--- src/rtl/seg7_serial_driver_pkg.sv ---
// ============================================================================
// Module      : seg7_serial_driver_pkg
// Description : Shared types and the hex-to-segment table for the
//               seven-segment display path.
// Revision    : 1.0 - initial release
// ============================================================================
`default_nettype none

package seg7_serial_driver_pkg;

  // Frame sequencer states.
  typedef enum logic [1:0] {
    ST_IDLE  = 2'd0,
    ST_SHIFT = 2'd1,
    ST_LATCH = 2'd2
  } state_e;

  // Active-low segment bytes {a,b,c,d,e,f,g,dp}; entry [n] is hex digit n.
  // The decimal point bit is always 1 (off).
  localparam logic [15:0][7:0] C_SEG_TABLE = {
    8'h71, 8'h61, 8'h85, 8'h63,   // F E d C
    8'hC1, 8'h11, 8'h09, 8'h01,   // b A 9 8
    8'h1F, 8'h41, 8'h49, 8'h99,   // 7 6 5 4
    8'h0D, 8'h25, 8'h9F, 8'h03    // 3 2 1 0
  };

endpackage

`default_nettype wire

--- src/rtl/seg7_hex_decode.sv ---
// ============================================================================
// Module      : seg7_hex_decode
// Description : Combinational 4-bit hex nibble to active-low segment byte.
// Revision    : 1.0 - initial release
// ============================================================================
`default_nettype none

module seg7_hex_decode
  import seg7_serial_driver_pkg::*;
(
  input  logic [3:0] hex_i,
  output logic [7:0] seg_o
);

  assign seg_o = C_SEG_TABLE[hex_i];

endmodule

`default_nettype wire

--- src/rtl/seg7_serial_driver.sv ---
// ============================================================================
// Module      : seg7_serial_driver
// Description : Captures a 32-bit value as eight hex digits, decodes them to
//               segment bytes and shifts the 64 bits into the external
//               display shift-register chain, then pulses the latch strobe.
// Revision    : 1.0 - initial release
// ============================================================================
`default_nettype none

module seg7_serial_driver
  import seg7_serial_driver_pkg::*;
#(
  parameter int CLK_DIV = 4
) (
  input  logic        clk,
  input  logic        rst_n,
  input  logic        seg_clk,
  input  logic [31:0] data,
  output logic        SEG_CLK,
  output logic        SEG_SOUT,
  output logic        SEG_PEN,
  output logic        SEG_CLRN
);

  // The divider counts up to 2*CLK_DIV-1 in the latch phase.
  localparam int                DIV_W        = (CLK_DIV > 1) ? $clog2(2 * CLK_DIV) : 1;
  localparam logic [DIV_W-1:0]  c_half_last  = DIV_W'(CLK_DIV - 1);
  localparam logic [DIV_W-1:0]  c_latch_last = DIV_W'(2 * CLK_DIV - 1);

  logic [7:0][7:0] dec_w;
  logic [63:0]     frame_w;
  logic            rise_w;

  logic            sync1_q, sync2_q, sync3_q;
  state_e          state_q, state_d;
  logic [DIV_W-1:0] div_q, div_d;
  logic [5:0]      bit_q, bit_d;
  // Holds the bits still to be sent; the bit on SEG_SOUT is not kept here,
  // so only 63 bits are needed.
  logic [62:0]     shreg_q, shreg_d;
  logic            sclk_q, sclk_d;
  logic            sout_q, sout_d;
  logic            pen_q, pen_d;
  logic            clrn_q;

  // One decoder per digit; digit 7 lands in the top byte so it shifts first.
  for (genvar gi = 0; gi < 8; gi++) begin : g_dec
    seg7_hex_decode u_dec (
      .hex_i (data[4*gi +: 4]),
      .seg_o (dec_w[gi])
    );
  end

  assign frame_w = dec_w;
  assign rise_w  = sync2_q & ~sync3_q;

  // Synchronize the refresh request and keep one extra stage for edge detect.
  always_ff @(posedge clk or negedge rst_n) begin
    if (!rst_n) begin
      sync1_q <= 1'b0;
      sync2_q <= 1'b0;
      sync3_q <= 1'b0;
    end else begin
      sync1_q <= seg_clk;
      sync2_q <= sync1_q;
      sync3_q <= sync2_q;
    end
  end

  // Frame sequencer state and registered outputs.
  always_ff @(posedge clk or negedge rst_n) begin
    if (!rst_n) begin
      state_q <= ST_IDLE;
      div_q   <= '0;
      bit_q   <= '0;
      shreg_q <= '0;
      sclk_q  <= 1'b0;
      sout_q  <= 1'b0;
      pen_q   <= 1'b0;
      clrn_q  <= 1'b0;
    end else begin
      state_q <= state_d;
      div_q   <= div_d;
      bit_q   <= bit_d;
      shreg_q <= shreg_d;
      sclk_q  <= sclk_d;
      sout_q  <= sout_d;
      pen_q   <= pen_d;
      clrn_q  <= 1'b1;
    end
  end

  // Next-state logic: SEG_CLK doubles as the low/high phase flag of a slot.
  always_comb begin
    state_d = state_q;
    div_d   = div_q;
    bit_d   = bit_q;
    shreg_d = shreg_q;
    sclk_d  = sclk_q;
    sout_d  = sout_q;
    pen_d   = pen_q;

    case (state_q)
      ST_IDLE: begin
        sclk_d = 1'b0;
        pen_d  = 1'b0;
        if (rise_w) begin
          state_d = ST_SHIFT;
          div_d   = '0;
          bit_d   = '0;
          sout_d  = frame_w[63];
          shreg_d = frame_w[62:0];
        end
      end

      ST_SHIFT: begin
        if (div_q == c_half_last) begin
          div_d = '0;
          if (!sclk_q) begin
            sclk_d = 1'b1;
          end else if (bit_q == 6'd63) begin
            state_d = ST_LATCH;
            sclk_d  = 1'b0;
            pen_d   = 1'b1;
          end else begin
            // New data appears together with the falling SEG_CLK edge.
            sclk_d  = 1'b0;
            bit_d   = bit_q + 6'd1;
            sout_d  = shreg_q[62];
            shreg_d = {shreg_q[61:0], 1'b0};
          end
        end else begin
          div_d = div_q + 1'b1;
        end
      end

      ST_LATCH: begin
        sclk_d = 1'b0;
        if (div_q == c_latch_last) begin
          state_d = ST_IDLE;
          div_d   = '0;
          pen_d   = 1'b0;
        end else begin
          div_d = div_q + 1'b1;
        end
      end

      default: begin
        state_d = ST_IDLE;
        sclk_d  = 1'b0;
        pen_d   = 1'b0;
      end
    endcase
  end

  assign SEG_CLK  = sclk_q;
  assign SEG_SOUT = sout_q;
  assign SEG_PEN  = pen_q;
  assign SEG_CLRN = clrn_q;

endmodule

`default_nettype wire

--- config.mk ---
export PLATFORM = sky130hd
export DESIGN_NAME = seg7_serial_driver
export DESIGN_NICKNAME = d
export VERILOG_FILES = /design/src/rtl/seg7_serial_driver_pkg.sv /design/src/rtl/seg7_hex_decode.sv /design/src/rtl/seg7_serial_driver.sv
export SDC_FILE = /design/constraint.sdc
export NUM_CORES = 1
export LEC_CHECK = 0
export BUFFER_PORTS_ARGS = -buffer_cell sky130_fd_sc_hd__clkbuf_2
export CORE_AREA = 2 2 107 109
export DETAILED_ROUTE_END_ITERATION = 7
export DIE_AREA = 0 0 109 111
export GPL_TIMING_DRIVEN = 1
export PLACE_DENSITY_LB_ADDON = 0.3
export SLEW_MARGIN = 20
export SYNTH_ARGS = -nofsm -noshare
export SYNTH_HDL_FRONTEND = slang
export SYNTH_SLANG_ARGS = --single-unit
export TNS_END_PERCENT = 30
--- constraint.sdc ---
create_clock -name clk -period 2.4 [get_ports clk]
set_input_delay 0.48 -clock clk [delete_from_list [all_inputs] [get_ports clk]]
set_output_delay 0.48 -clock clk [all_outputs]
set_load 0.02 [all_outputs]
==> results of run 1 <==
-- state kept, by name, summed over array words and instances (netlist names) --
register  cells
SEG_CLK       1
SEG_CLRN      1
SEG_PEN       1
SEG_SOUT      1
bit_q         6
div_q         3
shreg_q      63
state_q       2
sync1_q       1
sync2_q       1
sync3_q       1
-- what timing repair did --
item | in CTS | in global routing
gates resized for setup | 0 | 1
hold buffers | 0 | 0
hold endpoints to repair | 0 | 0
endpoints found under the setup margin | 0 | 19
setup buffers | 0 | 0
-- synthesized netlist by cell type, drive strengths merged (2+ instances only) --
cell	count
nor2	37
a2111oi	16
and3	2
buf	6
nor4	8
a211oi	12
o21ba	3
and2	2
o31ai	3
a31oi	22
nor2b	28
mux2i	9
a2bb2oi	19
o21a	3
nand2	33
o21ai	24
a21o	5
o22ai	5
nand3b	3
a211o	2
a221oi	4
mux2	62
ha	57
and3b	6
dfrtp	81
o21bai	2
o211ai	4
a21oi	30
clkbuf	38
nand2b	17
a311oi	9
nor3	14
nand3	5
inv	46
a41oi	2
-- per-layer routing --
metal / share of wire / vias up / track usage / routed length, um
met5: 0 / - / 0 / 0
met4: 0.014 / 0 / 0.0556 / 172
met2: 0.49 / 90 / 0.336 / 5930
li1: - / 2277 / - / -
met1: 0.46 / 2220 / 0.284 / 5540
met3: 0.035 / 18 / 0.0441 / 428
-- path summary, 6_finish.rpt --
check,end,cells after the start
max reg2reg,shreg_q[30]$_DFFE_PN0P_,7
max in group asynchronous,SEG_CLK$_DFFE_PN0N_,2
min,shreg_q[53]$_DFFE_PN0P_,1
min in group clk,sync1_q$_DFF_PN0_,1
min reg2reg,sync2_q$_DFF_PN0_,0
max,shreg_q[30]$_DFFE_PN0P_,7
-- cell type report --
class / count / area (sq um) / share of cell area
multi-input cells: 455 / 3500 / 0.536
flip-flops and latches: 81 / 2030 / 0.310
repair buffers: 48 / 309 / 0.0473
clock buffers: 11 / 253 / 0.0387
well taps: 143 / 179 / 0.0274
inverters: 46 / 173 / 0.0264
clock inverters: 5 / 86.3 / 0.0132
-- power breakdown --
| part | total (mW) | internal, mW | switching [mW] |
|---|---|---|---|
| sequential | 2.14 | 1.86 | 0.272 |
| clock | 1.52 | 0.975 | 0.545 |
| combinational | 2.31 | 1.11 | 1.20 |
| total | 5.97 | 3.95 | 2.02 |
-- cells by family after synthesis --
logic type               count (synthesis)
AO/OA/AOI/OAI                          168
buffers and inverters                   90
flip-flops                              81
multiplexers                            71
adder cells (fa/ha/maj)                 57
XOR/XNOR                                 1
other                                    1
AND/OR/NAND/NOR                        157
-- worst max-delay path: stages, from the launching register on --
cell,delay (ns)
dfrtp_1,0.37
ha_1,0.21
ha_1,0.25
nand2_1,0.14
a211o_1,0.34
o21ai_4,0.20
buf_12,0.25
mux2_2,0.37
==> impl_results.md, run 1 <==
- Status: finished, final reports clean
- Ys async rst share: 1.00
- Setup TNS: 0 ns
- Pin count of the biggest net entering global routing: 86
- Number of inserted diodes: 0
- Total number of vias: 4605
- Die Wd: 109 um
- Crit share post-route: 0.951
- Placer Congestion: 0.815
- Worst Max-Slew Pin Slew: 0.630 ns
- Nets: 733
- First-pass GRT wire length: 20.6 mm
- Total power: 5.97 mW
- Non-Filler Instances: 789
- Syn Nets: 718
- Ys flop type: dfrtp_1
- Root Driver: clkbuf_16
- Filler cells: 908
- Core area: 11100 sq um
- Xor/xnor share of the synthesized area: 0.00149
- Worst Setup Start Kind: register
- Pwr/cell area: 914 nW/um^2
- Hold slack final: 0.113 ns
- Compound-gate portion of the synthesized area: 0.201
- Maximum clock path buffer count: 2
- Antenna Nets Post-Route: 0
- Synth Area in Simple Gates: 0.137
- Leakage power: 2.93 nW
- Average wire per standard cell: 15.3 um
- Pre-antenna DRT Iters: 5
- Hold Vio Cnt, Final: 0
- Post-synthesis sequential area ratio: 0.344
- Top cells by area, synth: dfrtp_1 34%, ha_1 12%, mux2_2 11%
- Yosys top cell area share: 0.344
- Clock-pin slew on the worst setup and hold paths: 0.06 ns
- Layout cell share with drive strength beyond 1: 0.201
- Worst setup EP type: register
- Synth warn: 0
- Mapped Avg Cell Area: 9.40 sq um
- Synth cell types: 46
- Number of enable flip-flop cells after synthesis: 0
- Placed cell count: 773
- FF-to-FF setup slack: 0.12 ns
- Initial DRC Count: 327
- Largest family of logic cells by synthesized area: compound AO/OA/AOI/OAI gates
- Aggregate global routing overflow: 0
- Port bufs: 38
- Endpoints failing setup: 0
- Mux cell area share after synthesis: 0.134
- CP Class: reg -> reg
- Max Cap Violations: 0
- Via/cell ratio: 5.84
- Worst setup margin: 0.118 ns
- Worst rel slew slack: 0.576
- Crit Path Max Fanout: 40
- WP data required: 2.62 ns
- Final Max Tran Viols: 0
- Min cycle time layout: 2.28 ns
- # IOs: 39
- Sink Count: 81
- Pre-CTS setup slack: 0.111 ns
- Cell Area, Placed: 6190 sq um
- Synth Area in Adders: 0.121
- Gr usage total: 0.209
- Flops & latches, synth: 81
- Routed WL: 12.1 mm
- CTS tree: built
- Max Clock Freq: 438 MHz
- Residual DRC: 0
- Clock buffers created by TritonCTS: 9
- Final core occ: 0.589
- Hpwl dp: 8.18 mm
- Synthesized cell area: 5880 sq um
- RSZ-0062 raised after global routing: false
- Full die area: 12100 sq um
- VDD IR max: 0.000540 V
- Initial Utilization: 0.531
- Launch point of the worst path: div_q[0]$_DFFE_PN0P_
- Antenna violations before repair: 0
- Site Rows: 39
- Synth Instances: 626
- Skew-Pair Late Insertion Delay: 0.33 ns
- Cell taking the most area after synthesis: dfrtp_1
- Area growth syn-to-layout: 11.0%
- Die Y: 111 um
- Commonest non-fill, non-tap cell in the layout: dfrtp_1
- Vias in the first global route: 4362
- Crit path arrival time: 2.50 ns
- Final instance area: 6530 sq um
- Final Skew: 0.00720 ns
- Htree depth: 3
- Worst reg2reg path startpoint: div_q[0]$_DFFE_PN0P_
- Most frequent cells in the layout: 81 x dfrtp_1, 60 x mux2_2, 56 x ha_1
- Worst Hold Class: in -> async
(Power assumes the default switching activity.)
==> run 2: changes to the inputs <==
Settings changed: CORE_AREA 2 2 107 109 to 2 2 109 111, DIE_AREA 0 0 109 111 to 0 0 111 113, SKIP_CTS_REPAIR_TIMING set to 1, SYNTH_HIERARCHICAL set to 1.
==> impl_results.md, run 2 <==
- Internal: 3.66 mW (-7.2%)
- Filler cells: 919 (+1.2%)
- Final Skew: 0.00676 ns (-0.000443 ns)
- VDD IR max: 0.000481 V (-11%)
- Nets: 712 (-2.9%)
- Endpoints failing setup: 0 (unchanged)
- Synth cell types: 51 (+11%)
- Port bufs: 38 (unchanged)
- Placed cell count: 743 (-3.9%)
- CP Class: reg -> reg
- First-pass GRT wire length: 20.6 mm (-0.14%)
- Aggregate global routing overflow: 0 (unchanged)
- Ys flop type: dfrtp_1
- Max Clock Freq: 439 MHz (+0.25%)
- Initial DRC Count: 288 (-12%)
- Residual DRC: 0 (unchanged)
- Worst setup EP type: register
- Worst path buffer plus inverter count: 2 (+1)
- Crit path arrival time: 2.48 ns (-0.02 ns)
- Vias in the first global route: 4400 (+0.87%)
- Crit path max-delay family: compound AO/OA/AOI/OAI gates
- Worst reg2reg path startpoint: state_q[0]$_DFFE_PN0P_
- Post-synth top cells: 81 x dfrtp_1, 65 x ha_1, 62 x a221o_1, 62 x and3_1, 42 x mux2i_1
- Initial Utilization: 0.543 (+0.0119)
- Placer Congestion: 0.777 (-4.7%)
- Pwr/cell area: 831 nW/um^2 (-9.1%)
- Area growth syn-to-layout: 7.83%
- Flops & latches, synth: 81 (unchanged)
- Reg2Reg Depth: 7 (unchanged)
- Number of enable flip-flop cells after synthesis: 0 (unchanged)
- Max Cap Violations: 0 (unchanged)
- Antenna Nets Post-Route: 0 (unchanged)
- Register share of total power: 0.386 (+0.028)
- Synth warn: 6 (+6)
- Site Rows: 39 (unchanged)
- RR Endpoint: shreg_q[49]$_DFFE_PN0P_
- Switching share of power: 0.332 (-0.00602)
- Die Y: 113 um (+1.8%)
- Final Max Tran Viols: 0 (unchanged)
- Commonest non-fill, non-tap cell in the layout: dfrtp_1
- Comb pwr share: 0.352 (-0.036)
- Post-synthesis sequential area ratio: 0.331 (-0.0134)
- Crit share post-route: 0.948 (-0.00239)
- Root Driver: clkbuf_16
- Gr usage total: 0.195 (-0.0136)
- Clock buffers created by TritonCTS: 9 (unchanged)
- Largest Register: shreg_q
- Pin count of the biggest net entering global routing: 65 (-24%)
- Top cells by area, synth: dfrtp_1 33%, ha_1 13%, a221o_1 10%
- Hold Vio Cnt, Final: 0 (unchanged)
- FF-to-FF setup slack: 0.12 ns (about the same)
- Core area: 11300 sq um (+1.8%)
- Yosys top cell area share: 0.331 (-0.0134)
- Regs by FF count: shreg_q (63), bit_q (6), div_q (3)
- Ys async rst share: 1.00 (unchanged)
- Synthesized cell area: 6120 sq um (+4.0%)
- Routed WL: 11.8 mm (-2.1%)
- CTS tree: built
- Leakage power: 3.40 nW (+16%)
- Hpwl dp: 8.01 mm (-2.1%)
- Worst path depth: 7 (unchanged)
- Max reg flops: 63 (unchanged)
- Critical path endpoint: shreg_q[49]$_DFFE_PN0P_
- Worst Hold Class: in -> async
- Maximum clock path buffer count: 2 (unchanged)
- Full die area: 12500 sq um (+3.7%)
- Cell taking the most area after synthesis: dfrtp_1
- Worst rel slew slack: 0.625 (+0.0491)
- Crit Path Max Fanout: 64 (+60%)
- Sink Count: 81 (unchanged)
- Via/cell ratio: 5.96 (+2.1%)
- Critical Path Max Stage Delay: 0.41 ns (+0.04 ns)
- Launch point of the worst path: state_q[0]$_DFFE_PN0P_
- NetSw: 1.82 mW (-9.7%)
- WP data required: 2.60 ns (-0.02 ns)
- Final core occ: 0.586 (-0.00377)
- CP Cell Sequence: ha_1 > and2b_1 > buf_8 > a2bb2oi_4 > o21ai_4 > buf_12 > a221o_1
- Synth Instances: 596 (-4.8%)
- Average wire per standard cell: 15.6 um (+1.7%)
- Worst Setup Start Kind: register
- Die Wd: 111 um (+1.8%)
- Worst Max-Slew Pin Slew: 0.561 ns (-0.0689 ns)
- # IOs: 39 (unchanged)
- Number of inserted diodes: 0 (unchanged)
- Mapped Avg Cell Area: 10.3 sq um (+9.3%)
- Clock power frac: 0.261 (+0.006)
- Antenna violations before repair: 0 (unchanged)
- Slowest cell on crit path: dfrtp_1
- Htree depth: 3 (unchanged)
- Syn Nets: 696 (-3.1%)
- Total number of vias: 4528 (-1.7%)
- Area of the multi-input gates: 3570 sq um (+1.9%)
- Non-Filler Instances: 760 (-3.7%)
- RSZ-0062 raised after global routing: false
- Skew-Pair Late Insertion Delay: 0.33 ns (about the same)
- Most frequent cells in the layout: 81 x dfrtp_1, 65 x ha_1, 62 x and3_1, 62 x a221o_1, 42 x mux2i_1
- Clock-pin slew on the worst setup and hold paths: 0.06 ns (about the same)
- Register area: 2030 sq um (unchanged)
- Min cycle time layout: 2.28 ns (-0.00573 ns)
- Count leader, synth: dfrtp_1
- Status: finished, final reports clean
- Layout cell share with drive strength beyond 1: 0.160 (-0.0408)
- Pre-antenna DRT Iters: 5 (unchanged)
## run 2: cell count changes after synthesis, moves of 18 or more
cell,delta
a221o_1,+62
and3_1,+60
mux2_2,-56
mux2i_1,+33
nor2b_1,-26
buf_6,+21
clkbuf_1,-21
a2bb2oi_1,-18
a31oi_1,-18
## run 2: worst register-to-register path, delay by kind of cell, from the launching register on
family / cells / cell delay [ns]
AO/OA/AOI/OAI: 3 / 0.73
buffers and inverters: 2 / 0.49
flip-flops: 1 / 0.41
AND/OR/NAND/NOR: 1 / 0.26
adder cells (fa/ha/maj): 1 / 0.25
## run 2: power by group through the flow
stage	Sequential [mW]	Combinational, mW	Clock, mW
after floorplan	2.05	1.58	0
after global placement	2.12	1.82	0
after detailed placement	2.12	1.91	0
after CTS	2.11	1.91	1.47
after global routing	2.16	2.15	1.52
final	2.12	1.93	1.43
## run 2: area by class of cell
class,instances,share of cell area
Clock buffer,11,0.0353
Timing Repair Buffer,58,0.0580
Sequential cell,81,0.307
Multi-Input combinational cell,427,0.541
Clock inverter,5,0.0121
Inverter,35,0.0199
Tap cell,143,0.0271
## run 2: per-stage QoR
| step | power, mW | instance area [sq um] | setup WS [ns] | hold WS, ns | TNS [ns] |
|---|---|---|---|---|---|
| finish | 5.49 | 6600 | 0.124 | 0.133 | 0 |
| global route | 5.83 | 6600 | 0.00909 | 0.174 | 0 |
| CTS | 5.49 | 6580 | -0.114 | 0.141 | -3.23 |
| detailed placement | 4.02 | 6270 | -0.0959 | 0.336 | -2.30 |
| global placement | 3.94 | 6270 | -0.0281 | 0.335 | -0.900 |
| floorplan | 3.63 | 6120 | 0.438 | 0.184 | 0 |
## run 2: cells by family (layout without fill, tap and decap cells)
group                      Yosys count  after routing  share of synthesized area
buffers and inverters               88            109                     0.0865
other                                9              9                    0.00552
and+or+nand+nor                    159            159                      0.146
DFF                                 81             81                      0.331
adders and majority gates           65             65                      0.133
AOI/OAI and AO/OA                  138            138                      0.189
muxes                               55             55                      0.107
xor gates and xnor gates             1              1                    0.00143
## run 2: worst min path at each step
stage                      start                 endpoint  slack, ns  cells past startpoint
2_1_floorplan              rst_n      SEG_CLK$_DFFE_PN0P_       0.18                      0
3_3_place_gp   sync1_q$_DFF_PN0_        sync2_q$_DFF_PN0_       0.34                      0
3_5_place_dp   sync1_q$_DFF_PN0_        sync2_q$_DFF_PN0_       0.34                      0
4_1_cts                    rst_n  shreg_q[45]$_DFFE_PN0P_       0.14                      1
5_1_grt                    rst_n  shreg_q[44]$_DFFE_PN0P_       0.17                      1
6_report                   rst_n  shreg_q[45]$_DFFE_PN0P_       0.13                      1
## run 2: layer usage
metal,track usage,part of all wire
met1,0.268,0.49
met4,0.0575,0.010
met5,0,0
met3,0.0273,0.023
met2,0.325,0.48
